<file path="config.mk">
export PLATFORM = sky130hd
export DESIGN_NAME = alu_seq
export DESIGN_NICKNAME = d
export VERILOG_FILES = /design/src/rtl/alu_seq.sv
export SDC_FILE = /design/constraint.sdc
export NUM_CORES = 1
export LEC_CHECK = 0
export ABC_AREA = 0
export CAP_MARGIN = 20
export CORE_MARGIN = 3
export CORE_UTILIZATION = 40
export DETAILED_ROUTE_END_ITERATION = 16
export PLACE_DENSITY_LB_ADDON = 0.3
export SLEW_MARGIN = 10
export SYNTH_ARGS = -nofsm -noshare
export SYNTH_HDL_FRONTEND = slang
export SYNTH_SLANG_ARGS = --single-unit
</file>
<file path="constraint.sdc">
create_clock -name clock -period 4.5 [get_ports clock]
set_input_delay 0.45 -clock clock [delete_from_list [all_inputs] [get_ports clock]]
set_output_delay 0.45 -clock clock [all_outputs]
set_load 0.05 [all_outputs]
</file>
<file path="src/rtl/alu_seq.sv">
// alu_seq: registered, parametrised ALU with a persistent {C,L,F,Z,N} flag
// register and valid/ready handshakes on both sides.
// Optional build macro ALU_MUL_EN: when defined, opcode 0E is an iterative
// shift-add unsigned multiplier (WIDTH+1 cycle latency) using a BUSY state;
// when undefined, 0E is an illegal opcode and rout_hi is tied to zero.
module alu_seq #(
    parameter int WIDTH = 16
) (
    input  logic             clock,
    input  logic             reset,
    input  logic             in_valid,
    output logic             in_ready,
    input  logic [7:0]       opcode,
    input  logic [WIDTH-1:0] r1,
    input  logic [WIDTH-1:0] r2,
    output logic             out_valid,
    input  logic             out_ready,
    output logic [WIDTH-1:0] rout,
    output logic [WIDTH-1:0] rout_hi,
    output logic [4:0]       flags,
    output logic             err
);

    localparam int SHAMT_W = $clog2(WIDTH);
    localparam int MSB     = WIDTH - 1;

    // Flag bit positions within {C,L,F,Z,N}
    localparam int FC = 4;
    localparam int FL = 3;
    localparam int FF = 2;
    localparam int FZ = 1;
    localparam int FN = 0;

    localparam logic [7:0] OP_AND  = 8'h01;
    localparam logic [7:0] OP_OR   = 8'h02;
    localparam logic [7:0] OP_XOR  = 8'h03;
    localparam logic [7:0] OP_NOT  = 8'h04;
    localparam logic [7:0] OP_ADD  = 8'h05;
    localparam logic [7:0] OP_ADDU = 8'h06;
    localparam logic [7:0] OP_ADDC = 8'h07;
    localparam logic [7:0] OP_RSH  = 8'h08;
    localparam logic [7:0] OP_SUB  = 8'h09;
    localparam logic [7:0] OP_SUBC = 8'h0A;
    localparam logic [7:0] OP_CMP  = 8'h0B;
    localparam logic [7:0] OP_ALSH = 8'h0C;
    localparam logic [7:0] OP_LSH  = 8'h0D;
`ifdef ALU_MUL_EN
    localparam logic [7:0] OP_MUL  = 8'h0E;
`endif
    localparam logic [7:0] OP_ARSH = 8'h0F;

`ifdef ALU_MUL_EN
    typedef enum logic [1:0] {
        S_IDLE = 2'd0,
        S_BUSY = 2'd1,
        S_DONE = 2'd2
    } state_t;
`else
    typedef enum logic [1:0] {
        S_IDLE = 2'd0,
        S_DONE = 2'd2
    } state_t;
`endif

    state_t           r_state;
    state_t           w_state_nxt;

    logic [WIDTH-1:0] r_rout;
    logic [4:0]       r_flags;
    logic             r_err;

    logic             w_accept;
    logic [WIDTH-1:0] w_res;
    logic [4:0]       w_flg;
    logic             w_err;
    logic             w_upd_zn;
    logic             w_cin;
    logic [WIDTH:0]   w_sum;
    logic [WIDTH:0]   w_dif;
    logic             w_big;
    logic [SHAMT_W-1:0] w_amt;
    logic [WIDTH-1:0] w_alsh_mask;
    logic             w_alsh_f;

`ifdef ALU_MUL_EN
    localparam int CNT_W = SHAMT_W + 1;
    logic             w_is_mul;
    logic [WIDTH-1:0] r_rout_hi;
    logic [WIDTH-1:0] r_mcand;
    logic [WIDTH-1:0] r_ph;
    logic [WIDTH-1:0] r_pl;
    logic [CNT_W-1:0] r_cnt;
    logic [WIDTH:0]   w_step;
    logic             w_mul_last;
`endif

    assign w_accept  = in_valid && in_ready;
    assign in_ready  = (r_state == S_IDLE) && reset;
    assign out_valid = (r_state == S_DONE);
    assign rout      = r_rout;
    assign flags     = r_flags;
    assign err       = r_err;

`ifdef ALU_MUL_EN
    assign rout_hi    = r_rout_hi;
    // Partial product: high half accumulates, low half holds the unconsumed
    // multiplier bits; both shift right one place per step.
    assign w_step     = {1'b0, r_ph} + (r_pl[0] ? {1'b0, r_mcand} : '0);
    assign w_mul_last = (r_cnt == CNT_W'(WIDTH));
`else
    assign rout_hi    = '0;
`endif

    // Single-cycle result and next flag value, computed from the live inputs
    always_comb begin
        w_res    = '0;
        w_flg    = r_flags;
        w_err    = 1'b0;
        w_upd_zn = 1'b0;
`ifdef ALU_MUL_EN
        w_is_mul = 1'b0;
`endif
        w_cin = ((opcode == OP_ADDC) || (opcode == OP_SUBC)) ? r_flags[FC] : 1'b0;
        w_sum = {1'b0, r1} + {1'b0, r2} + {{WIDTH{1'b0}}, w_cin};
        w_dif = {1'b0, r1} - {1'b0, r2} - {{WIDTH{1'b0}}, w_cin};
        w_big = |(r2 >> SHAMT_W);
        w_amt = r2[SHAMT_W-1:0];
        // ALSH changes sign at some step iff any adjacent pair among the bits
        // shifted through the MSB differs; shifting >= WIDTH sweeps every bit.
        w_alsh_mask = w_big ? '1 : ~({WIDTH{1'b1}} >> w_amt);
        w_alsh_f    = |((r1 ^ {r1[WIDTH-2:0], 1'b0}) & w_alsh_mask);

        case (opcode)
            OP_AND: begin w_res = r1 & r2; w_upd_zn = 1'b1; end
            OP_OR:  begin w_res = r1 | r2; w_upd_zn = 1'b1; end
            OP_XOR: begin w_res = r1 ^ r2; w_upd_zn = 1'b1; end
            OP_NOT: begin w_res = ~r1;     w_upd_zn = 1'b1; end
            OP_ADD, OP_ADDC: begin
                w_res     = w_sum[WIDTH-1:0];
                w_flg[FC] = w_sum[WIDTH];
                w_flg[FF] = (r1[MSB] == r2[MSB]) && (w_sum[MSB] != r1[MSB]);
                w_upd_zn  = 1'b1;
            end
            OP_ADDU: begin
                w_res     = w_sum[WIDTH-1:0];
                w_flg[FC] = w_sum[WIDTH];
                w_flg[FZ] = (w_sum[WIDTH-1:0] == '0);
            end
            OP_SUB, OP_SUBC: begin
                w_res     = w_dif[WIDTH-1:0];
                w_flg[FC] = w_dif[WIDTH];
                w_flg[FF] = (r1[MSB] != r2[MSB]) && (w_dif[MSB] != r1[MSB]);
                w_upd_zn  = 1'b1;
            end
            OP_CMP: begin
                w_res     = '0;
                w_flg[FL] = (r1 < r2);
                w_flg[FN] = ($signed(r1) < $signed(r2));
                w_flg[FZ] = (r1 == r2);
            end
            OP_RSH: begin
                w_res    = w_big ? '0 : (r1 >> w_amt);
                w_upd_zn = 1'b1;
            end
            OP_LSH: begin
                w_res    = w_big ? '0 : (r1 << w_amt);
                w_upd_zn = 1'b1;
            end
            OP_ALSH: begin
                w_res     = w_big ? '0 : (r1 << w_amt);
                w_flg[FF] = w_alsh_f;
                w_upd_zn  = 1'b1;
            end
            OP_ARSH: begin
                w_res    = w_big ? {WIDTH{r1[MSB]}} : WIDTH'($signed(r1) >>> w_amt);
                w_upd_zn = 1'b1;
            end
`ifdef ALU_MUL_EN
            OP_MUL: w_is_mul = 1'b1;
`endif
            default: begin
                w_res = '0;
                w_err = 1'b1;
            end
        endcase

        if (w_upd_zn) begin
            w_flg[FZ] = (w_res == '0);
            w_flg[FN] = w_res[MSB];
        end
    end

    // State register
    always_ff @(posedge clock) begin
        if (!reset) begin
            r_state <= S_IDLE;
        end else begin
            r_state <= w_state_nxt;
        end
    end

    // Next-state logic
    always_comb begin
        w_state_nxt = r_state;
        case (r_state)
            S_IDLE: begin
                if (w_accept) begin
`ifdef ALU_MUL_EN
                    w_state_nxt = w_is_mul ? S_BUSY : S_DONE;
`else
                    w_state_nxt = S_DONE;
`endif
                end
            end
`ifdef ALU_MUL_EN
            S_BUSY: begin
                if (w_mul_last) w_state_nxt = S_DONE;
            end
`endif
            S_DONE: begin
                if (out_ready) w_state_nxt = S_IDLE;
            end
            default: w_state_nxt = S_IDLE;
        endcase
    end

    // Result, flag and multiplier registers
    always_ff @(posedge clock) begin
        if (!reset) begin
            r_rout    <= '0;
            r_flags   <= '0;
            r_err     <= 1'b0;
`ifdef ALU_MUL_EN
            r_rout_hi <= '0;
            r_mcand   <= '0;
            r_ph      <= '0;
            r_pl      <= '0;
            r_cnt     <= '0;
`endif
        end else begin
            if ((r_state == S_IDLE) && w_accept) begin
`ifdef ALU_MUL_EN
                if (w_is_mul) begin
                    r_mcand <= r1;
                    r_pl    <= r2;
                    r_ph    <= '0;
                    r_cnt   <= '0;
                end else begin
                    r_rout    <= w_res;
                    r_rout_hi <= '0;
                    r_flags   <= w_flg;
                    r_err     <= w_err;
                end
`else
                r_rout  <= w_res;
                r_flags <= w_flg;
                r_err   <= w_err;
`endif
            end
`ifdef ALU_MUL_EN
            // WIDTH shift-add steps, then one cycle to publish the product
            if (r_state == S_BUSY) begin
                if (w_mul_last) begin
                    r_rout      <= r_pl;
                    r_rout_hi   <= r_ph;
                    r_flags[FZ] <= ~|{r_ph, r_pl};
                    r_flags[FC] <= |r_ph;
                    r_err       <= 1'b0;
                end else begin
                    r_ph  <= w_step[WIDTH:1];
                    r_pl  <= {w_step[0], r_pl[WIDTH-1:1]};
                    r_cnt <= r_cnt + 1'b1;
                end
            end
`endif
        end
    end

endmodule

</file>
==> flow_summary_export.csv, run 1 <==
group,metric,value,unit
outcome,status,"completed",
logic_synthesis,synth_top_area_share,14.4,%
logic_synthesis,async_flop_share,0,%
logic_synthesis,ys_seq_area_share,6.69,%
hold_path,hold-path-endpoint,"rout[11]",
hold_path,min-delay-start,"rout[11]",
clock_tree,numCtsBuffers,3,
finish,drive_gt1_share,16.1,%
run,drv_cap,0,
logic_synthesis,synth_flop_cell,"dfxtp_1",
hold_path,hold_class,"reg -> reg",
finish,area_growth,20.3,%
logic_synthesis,yosysMostFrequentCell,"nand2_1",
placement,hpwl,22.7,mm
floorplan,dieArea,0.0188,mm^2
setup_path,cpPeakStageDelay,0.54,ns
floorplan,rows,47,
finish,regArea,460,um^2
setup_path,worst-path-max-fanout,2,
clock_tree,path_clk_slew,0.06,ns
finish,final_cells,1254,
power_and_ir_drop,p_leak,3.40,nW
logic_synthesis,synthCells,958,
setup_path,worst_setup_path_start_kind,"input port",
setup_path,reg2reg_to,"rout[14]",
grt,grt_max_degree,52,
hold_path,hold_depth,2,
placement,gp_congestion,1.04,
grt,gr-total-overflow,0,
grt,first_global_vias,7374,
logic_synthesis,ys_ff_latch,23,
clock_tree,clockBufferDepth,2,
grt,grt_use_total,30.2,%
route,drc,0,
clock_tree,cts.sink_count,23,
setup_path,crit_chain,"clkdlybuf4s50_1 > or4_4 > nor2_2 > nand2_1 > o21ai_0 > nand3_1 > fa_2 > fa_2 > o21ai_2 > a22oi_2 > a221oi_2 > o21ai_2 > xor2_1 > a221o_1 > nor4_2 > a31o_1",
route,dr.pass1.iters,6,
route,ant_nets,0,
sta,skew,0.00309,ns
grt,grt_pass1_wl,43.6,mm
logic_synthesis,avgSynthCellArea,7.18,um^2
logic_synthesis,synth_edf_count,0,
setup_path,slowest_stage,"or4_4",
clock_tree,insertion_delay,0.26,ns
logic_synthesis,yosysWarnings,0,
power_and_ir_drop,vdd_drop_max,0.000122,V
sta,period_minus_slack,4.24,ns
sta,final_max_slew_viol_count,0,
sta,hold_viol,0,
setup_path,timing.reg2reg.setup_slack,0.97,ns
route,drt_iter0_markers,1008,
placement,portBuffers,67,
clock_tree,hold_buffers,0,
floorplan,start_util,41.2,%
route,vias_per_cell,6.32,
finish,nets,1162,
placement,placed_cells,1250,
finish,nFillCells,1693,
route,postRouteWirelength,29.0,mm
sta,fmax,236,MHz
floorplan,die_h,137,um
setup_path,cp-end-kind,"flip-flop",
sta,finalSetupViolCount,0,
finish,antenna_cells,0,
logic_synthesis,synth_top_cell_by_area,"ha_1",
sta,tightest_slew,1.13,ns
logic_synthesis,ys_types,81,
floorplan,io-pin-count,84,
clock_tree,htreeDepth,1,
route,vias,7929,
setup_path,reg2reg_depth,15,
finish,multi_input_area,0.00590,mm^2
logic_synthesis,synth.area.top_cells,"ha_1 14%, mux4_2 8.2%, dfxtp_1 6.7%, a21oi_1 4.8%, nand2_1 4.7%",
route,post_drt_wl_per_cell,23.1,um
floorplan,die_x,137,um
power_and_ir_drop,powerDensity,157,mW/mm^2
clock_tree,cts_setup_buffers,0,
setup_path,r2r-start,"flags[4]",
logic_synthesis,synthesis.area,0.00688,mm^2
grt,antenna_found_initial,0,
sta,fin_crit_sh,94.3,%
sta,slew_headroom,24.6,%
floorplan,core_area,0.0167,mm^2
setup_path,critPathKind,"in -> reg",
power_and_ir_drop,total_power,1.30,mW
clock_tree,root_buffer,"clkbuf_16",
setup_path,worstPathArrival,4.45,ns
logic_synthesis,netlist_top_cells_count,"86 x nand2_1, 79 x ha_1, 67 x nor2_1",
setup_path,cp.required,4.70,ns
clock_tree,tritoncts,"yes",
==> flip-flops by register name, summed over array words and instances (netlist names) <==
register,flops
rout,16
err,1
flags,5
r_state,1
==> critical path: cells and delay by family <==
kind	cells	cell delay (ns)
AOI/OAI and AO/OA	7	1.42
and+or+nand+nor	5	1.18
adders and majority gates	2	0.79
buffers and inverters	1	0.44
xor gates and xnor gates	1	0.15
==> where the power goes <==
| part | internal, mW | total [mW] | switching, mW |
|---|---|---|---|
| clock network | 0.120 | 0.195 | 0.0754 |
| registers | 0.207 | 0.210 | 0.00240 |
| logic | 0.354 | 0.894 | 0.540 |
==> how the worst max path moves through the flow <==
stage / from / end / depth (start not counted)
floorplan: opcode[5] / flags[1] / 16
global placement: opcode[5] / flags[0] / 18
detailed placement: opcode[4] / flags[0] / 18
CTS: opcode[4] / rout[14] / 17
global route: opcode[4] / flags[0] / 18
finish: opcode[4] / flags[1] / 16
==> area by class of cell <==
class	instances	share of cell area, %
Multi-Input combinational cell	789	71.3
Timing Repair Buffer	153	15.9
Sequential cell	23	5.56
Tap cell	220	3.33
Inverter	65	2.95
Clock buffer	3	0.907
Clock inverter	1	0.0605
==> through the flow <==
step                hold slack, ns  util (%)  setup TNS [ns]  setup WS [ns]  instance area, um^2
CTS                          0.458      48.8               0         0.0303                 8160
floorplan                    0.588         -               0          0.193                 6940
global route                 0.477      49.6         -0.0163        -0.0107                 8280
global placement             0.449      48.3          -0.898         -0.205                 8070
detailed placement           0.448      48.3           -1.22         -0.238                 8070
finish                       0.461      49.6               0          0.256                 8280
==> routing by layer <==
metal	global-route usage, %	part of all wire [%]
met1	42.1	42
met4	9.59	3.9
met2	47.3	44
met5	0	0
met3	5.04	9.5
==> cells by family (layout without fill, tap and decap cells) <==
group / after synthesis / in the layout / share of synthesized area (%)
and+or+nand+nor: 336 / 336 / 24.6
AOI/OAI and AO/OA: 265 / 265 / 25.6
buffers and inverters: 161 / 222 / 10.2
adders and majority gates: 83 / 83 / 15.5
muxes: 61 / 61 / 13.8
xor gates and xnor gates: 28 / 28 / 3.56
DFF: 23 / 23 / 6.69
other: 1 / 16 / 0.0545
==> cell usage in the layout (no fill, tap or decap), drive strengths merged, types with 6 or more instances in the layout <==
cell           Yosys  layout
a211oi            19      19
a21o               9       9
a21oi             66      66
a22oi              6       6
a311oi             6       6
a31oi             11      11
a32oi              6       6
and3               9       9
buf               38      88
clkdlybuf4s50      0      65
conb               1      16
dfxtp             23      23
ha                79      79
inv               64      64
mux2              10      10
mux2i             26      26
mux4              25      25
nand2             86      86
nand2b            17      17
nand3             53      53
nand4             11      11
nor2              69      69
nor2b              7       7
nor3              33      33
nor4              15      15
o211ai             9       9
o21ai             56      56
o22ai             14      14
or3                8       8
xnor2             20      20
xor2               8       8
==> repair_timing <==
action / CTS / global route
gates cloned: 0 / 0
pin swaps: 0 / 11
resized for setup: 1 / 26
setup endpoints to repair: 1 / 9
Power figures use the tool's default switching activity.
==> run 2, diff against run 1 <==
--- a/config.mk
+++ b/config.mk
@@ -7,7 +7,6 @@
 export LEC_CHECK = 0
 export ABC_AREA = 0
 export CAP_MARGIN = 20
-export CORE_MARGIN = 3
 export CORE_UTILIZATION = 40
 export DETAILED_ROUTE_END_ITERATION = 16
 export PLACE_DENSITY_LB_ADDON = 0.3
==> run 2 against run 1 <==
Compared with the run above: critical path depth grew 2; worst hold slack improved by 0.0021 ns; register-to-register slack better by 0.07 ns; sequential share of layout area decreased by 0.089 points; setup slack lost 0.042 ns; non-clock buffer count grew 13; power is 1.1% higher; first-iteration DRC count is 9.5% lower.
==> flow_summary_export.csv, run 2 (synthesis gave the netlist of run 1 again) <==
group,metric,value,unit
clock_tree,insertion_delay,0.25,ns
setup_path,cp.required,4.70,ns
floorplan,die_x,133,um
clock_tree,numCtsBuffers,3,
setup_path,worstPathArrival,4.48,ns
finish,final_cells,1267,
finish,largest_register_ffs,16,
power_and_ir_drop,vdd_drop_max,0.000153,V
route,vias_per_cell,6.26,
outcome,status,"completed",
grt,antenna_found_initial,0,
grt,grt_max_degree,52,
finish,antenna_cells,0,
floorplan,dieArea,0.0177,mm^2
finish,final_area,0.00841,mm^2
grt,grt_use_total,31.9,%
clock_tree,root_buffer,"clkbuf_16",
finish,mostFrequentLayoutCell,"buf_4",
setup_path,worst_setup_path_start_kind,"input port",
finish,area_growth,22.2,%
sta,final_max_slew_viol_count,0,
power_and_ir_drop,p_leak,3.49,nW
grt,grt_pass1_wl,43.8,mm
route,post_drt_wl_per_cell,22.5,um
sta,tightest_slew,0.636,ns
floorplan,start_util,41.2,%
sta,fin_crit_sh,95.3,%
route,vias,7928,
floorplan,io-pin-count,84,
sta,postLayoutSetupSlackWorst,0.214,ns
clock_tree,tritoncts,"yes",
run,drv_cap,0,
sta,period_minus_slack,4.29,ns
clock_tree,clockBufferDepth,2,
placement,gp_congestion,0.998,
route,dr.pass1.iters,6,
setup_path,cp-end-kind,"flip-flop",
sta,slew_headroom,57.3,%
sta,fmax,233,MHz
clock_tree,htreeDepth,1,
hold_path,hold_class,"reg -> reg",
power_and_ir_drop,powerDensity,156,mW/mm^2
placement,placed_cells,1258,
power_and_ir_drop,total_power,1.31,mW
floorplan,rows,47,
clock_tree,hold_buffers,0,
finish,nFillCells,1696,
setup_path,worst-path-max-fanout,2,
floorplan,core_area,0.0167,mm^2
placement,pre_cts_slack,-0.301,ns
finish,nets,1175,
sta,hold_viol,0,
floorplan,die_h,133,um
grt,first_global_vias,7284,
grt,gr-total-overflow,0,
setup_path,critPathKind,"in -> reg",
sta,finalSetupViolCount,0,
sta,skew,0.00188,ns
sta,setup_tns,0,ns
clock_tree,cts.sink_count,23,
placement,portBuffers,67,
route,ant_nets,0,
clock_tree,path_clk_slew,0.06,ns
finish,drive_gt1_share,17.4,%
placement,placed_cell_area,0.00813,mm^2
sta,whs,0.463,ns
finish,final_util,50.4,%
placement,hpwl,22.6,mm
route,postRouteWirelength,28.5,mm
route,drt_iter0_markers,912,
finish,layout_common_cells,"98 x buf_4, 86 x nand2_1, 79 x ha_1",
route,drc,0,
run 2: cell count changes in the layout (fill, tap and decap cells not counted), sizes merged:
cell	before	now
buf	88	101
clkdlybuf4s50	65	63
dlymetal6s2s	0	2
run 2: cell type report:
| class | instances | area [um^2] | share of cell area [%] |
|---|---|---|---|
| Clock buffer | 3 | 75.1 | 0.893 |
| Clock inverter | 1 | 5.00 | 0.0595 |
| Inverter | 65 | 244 | 2.90 |
| Multi-Input combinational cell | 789 | 5930 | 70.5 |
| Sequential cell | 23 | 460 | 5.47 |
| Tap cell | 220 | 275 | 3.27 |
| Timing Repair Buffer | 166 | 1420 | 16.9 |
run 2: worst max-delay path: stages:
cell and delay (ns):
clkdlybuf4s50_1 0.42, or4_4 0.52, nor2_4 0.10, nand2_1 0.07
o21ai_1 0.08, nand3_1 0.12, buf_4 0.16, fa_2 0.36
fa_2 0.36, o21ai_2 0.20, a22oi_2 0.11, a221oi_2 0.30
buf_4 0.16, o21ai_1 0.09, xor2_1 0.15, a221o_1 0.40
nor4_2 0.27, a31o_1 0.17
run 2: where the power goes:
| group | total, mW | internal, mW | switching (mW) |
|---|---|---|---|
| registers | 0.210 | 0.207 | 0.00231 |
| clock network | 0.191 | 0.119 | 0.0721 |
| logic | 0.911 | 0.366 | 0.545 |
run 2: per-layer routing:
layer / GRT usage, % / wire, um
met3: 3.42 / 2570
met2: 49.0 / 12500
met1: 46.0 / 12300
met4: 11.2 / 1110
met5: 0 / 0
run 2: worst paths after layout:
| path | startpoint | depth (start not counted) | slack, ns | end |
|---|---|---|---|---|
| setup reg to reg | flags[4] | 16 | 1.04 | flags[1] |
| setup / recovery | opcode[7] | 18 | 0.21 | flags[1] |
| hold / removal | rout[5] | 2 | 0.46 | rout[5] |
| hold reg to reg | rout[5] | 2 | 0.46 | rout[5] |
run 2: repair_timing:
| action | CTS | global route |
|---|---|---|
| setup endpoints to repair | 2 | 9 |
| buffers inserted | 0 | 5 |
| pin swaps | 1 | 22 |
| resized for setup | 2 | 33 |
| hold endpoints to repair | 0 | 0 |
==> run 3, diff against run 2 <==
--- a/config.mk
+++ b/config.mk
@@ -7,9 +7,10 @@
 export LEC_CHECK = 0
 export ABC_AREA = 0
 export CAP_MARGIN = 20
-export CORE_UTILIZATION = 40
+export CORE_UTILIZATION = 23
 export DETAILED_ROUTE_END_ITERATION = 16
 export PLACE_DENSITY_LB_ADDON = 0.3
+export SETUP_SLACK_MARGIN = 0.5
 export SLEW_MARGIN = 10
 export SYNTH_ARGS = -nofsm -noshare
 export SYNTH_HDL_FRONTEND = slang
==> run 3 against run 2 <==
Compared with the run above: critical path depth increased by 1; die area increased by 73%; utilization shrank 21 points; power up 2.3%; via count shrank 1.0%; setup slack better by 0.46 ns; worst hold slack worse by 0.010 ns; clock power about the same; largest power group unchanged.
==> flow_summary_export.csv, run 3 (synthesis gave the netlist of run 1 again) <==
group,metric,value,unit
outcome,status,"completed",
placement,placed_cell_area,0.00830,mm^2
sta,hold_viol,0,
power_and_ir_drop,p_leak,3.49,nW
finish,area_growth,25.6,%
clock_tree,insertion_delay,0.25,ns
grt,grt_pass1_wl,46.4,mm
setup_path,cp.required,4.70,ns
floorplan,rows,62,
power_and_ir_drop,powerDensity,155,mW/mm^2
setup_path,cp-end-kind,"flip-flop",
sta,period_minus_slack,3.82,ns
finish,largest_register_ffs,16,
route,post_drt_wl_per_cell,21.9,um
clock_tree,root_buffer,"clkbuf_16",
route,drc,0,
sta,slew_headroom,50.6,%
sta,skew,0.00247,ns
placement,portBuffers,67,
floorplan,core_area,0.0291,mm^2
grt,grt_use_total,19.7,%
hold_path,hold_class,"reg -> reg",
finish,nets,1168,
floorplan,io-pin-count,84,
setup_path,worst-path-max-fanout,2,
sta,rsz0062_at_grt,"yes",
clock_tree,path_clk_slew,0.06,ns
route,ant_nets,0,
power_and_ir_drop,total_power,1.34,mW
finish,antenna_cells,0,
route,dr.pass1.iters,5,
grt,antenna_found_initial,0,
setup_path,cpPeakStageDelay,0.56,ns
sta,final_max_slew_viol_count,0,
finish,layout_common_cells,"91 x buf_4, 85 x nand2_1, 79 x ha_1",
floorplan,die_x,175,um
finish,final_area,0.00864,mm^2
finish,nFillCells,3177,
grt,grt_max_degree,46,
sta,finalSetupViolCount,0,
finish,mostFrequentLayoutCell,"buf_4",
grt,first_global_vias,7324,
floorplan,die_h,175,um
grt,grt.met1_usage,29.0,%
clock_tree,cts.sink_count,23,
grt,use_met2,29.9,%
run,drv_cap,0,
setup_path,crit_chain,"buf_8 > or4_4 > nor2_4 > nand2_2 > o21ai_2 > nand3_2 > inv_2 > fa_2 > inv_2 > fa_2 > nor2b_4 > o2111ai_2 > a31oi_2 > xor2_1 > or4b_4 > nor4_2 > nand4b_1 > a31oi_1 > a31o_1",
route,drt_iter0_markers,864,
route,vias_per_cell,5.51,
sta,fmax,262,MHz
setup_path,slowest_stage,"or4_4",
power_and_ir_drop,vdd_drop_max,0.000122,V
setup_path,critPathKind,"in -> reg",
grt,gr-total-overflow,0,
setup_path,worstPathArrival,4.02,ns
placement,hpwl,24.8,mm
grt,grt_busiest_layer,"met2",
clock_tree,numCtsBuffers,3,
grt,grtUsageMet3,2.70,%
clock_tree,clockBufferDepth,2,
clock_tree,htreeDepth,1,
floorplan,dieArea,0.0306,mm^2
sta,postLayoutSetupSlackWorst,0.677,ns
route,postRouteWirelength,31.2,mm
placement,gp_congestion,0.986,
floorplan,start_util,23.7,%
sta,setup_tns,0,ns
route,vias,7847,
clock_tree,tritoncts,"yes",
setup_path,worst_setup_path_start_kind,"input port",
placement,pre_cts_slack,-0.235,ns
sta,fin_crit_sh,85.0,%
sta,tightest_slew,0.742,ns
finish,drive_gt1_share,18.9,%
run 3: cell types whose count changed in the layout (fill, tap and decap cells not counted), sizes merged:
cell / delta
clkdlybuf4s50: -5
buf: -4
clkbuf: +1
dlymetal6s2s: +1
run 3: routing by layer:
metal / wire (um) / part of all wire (%) / vias to the layer above
li1: - / - / 3646
met1: 14500 / 47 / 3818
met2: 13600 / 44 / 340
met3: 2320 / 7.4 / 43
met4: 758 / 2.4 / 0
met5: 0 / 0 / -
run 3: worst paths after layout:
kind              slack (ns)  cells after the start        to       from
setup / recovery        0.68                     19  flags[1]  opcode[6]
hold / removal          0.45                      2   rout[1]    rout[1]
setup reg to reg        1.16                     15  flags[1]   flags[4]
hold reg to reg         0.45                      2   rout[1]    rout[1]
run 3: cell type report:
class,count,area [um^2],share of cell area (%)
repair buffers,159,1370,15.8
flip-flops and latches,23,460,5.33
well taps,384,480,5.56
multi-input cells,789,6010,69.5
clock buffers,3,75.1,0.869
inverters,65,244,2.82
clock inverters,1,5.00,0.0579
run 3: per-stage QoR:
stage                     hold slack (ns)  utilization [%]  instances
final                               0.453             29.7       1424
after global routing                0.477             29.7       1424
after CTS                           0.458             29.1       1417
after detailed placement            0.448             28.5       1409
after global placement              0.447             28.5       1409
after floorplan                     0.588                -        973
run 3: repair_timing:
action,CTS,global route
hold buffers,0,0
pin swaps,16,27
endpoints found under the hold margin,0,0
resized for setup,27,31
endpoints found under the setup margin,9,7
buffers inserted,4,7
run 3: worst max-delay path: cells and delay by family:
kind	cells	cell delay [ns]
buf+inv	3	0.23
xor+xnor	1	0.11
fa+ha+maj	2	0.58
compound gates	5	0.74
simple gates	8	1.90
run 3: where the power goes:
group / internal, mW / total [mW] / switching [mW] / leakage [nW]
logic: 0.376 / 0.941 / 0.565 / 3.26
clock network: 0.119 / 0.192 / 0.0726 / 0.0409
registers: 0.207 / 0.210 / 0.00222 / 0.186
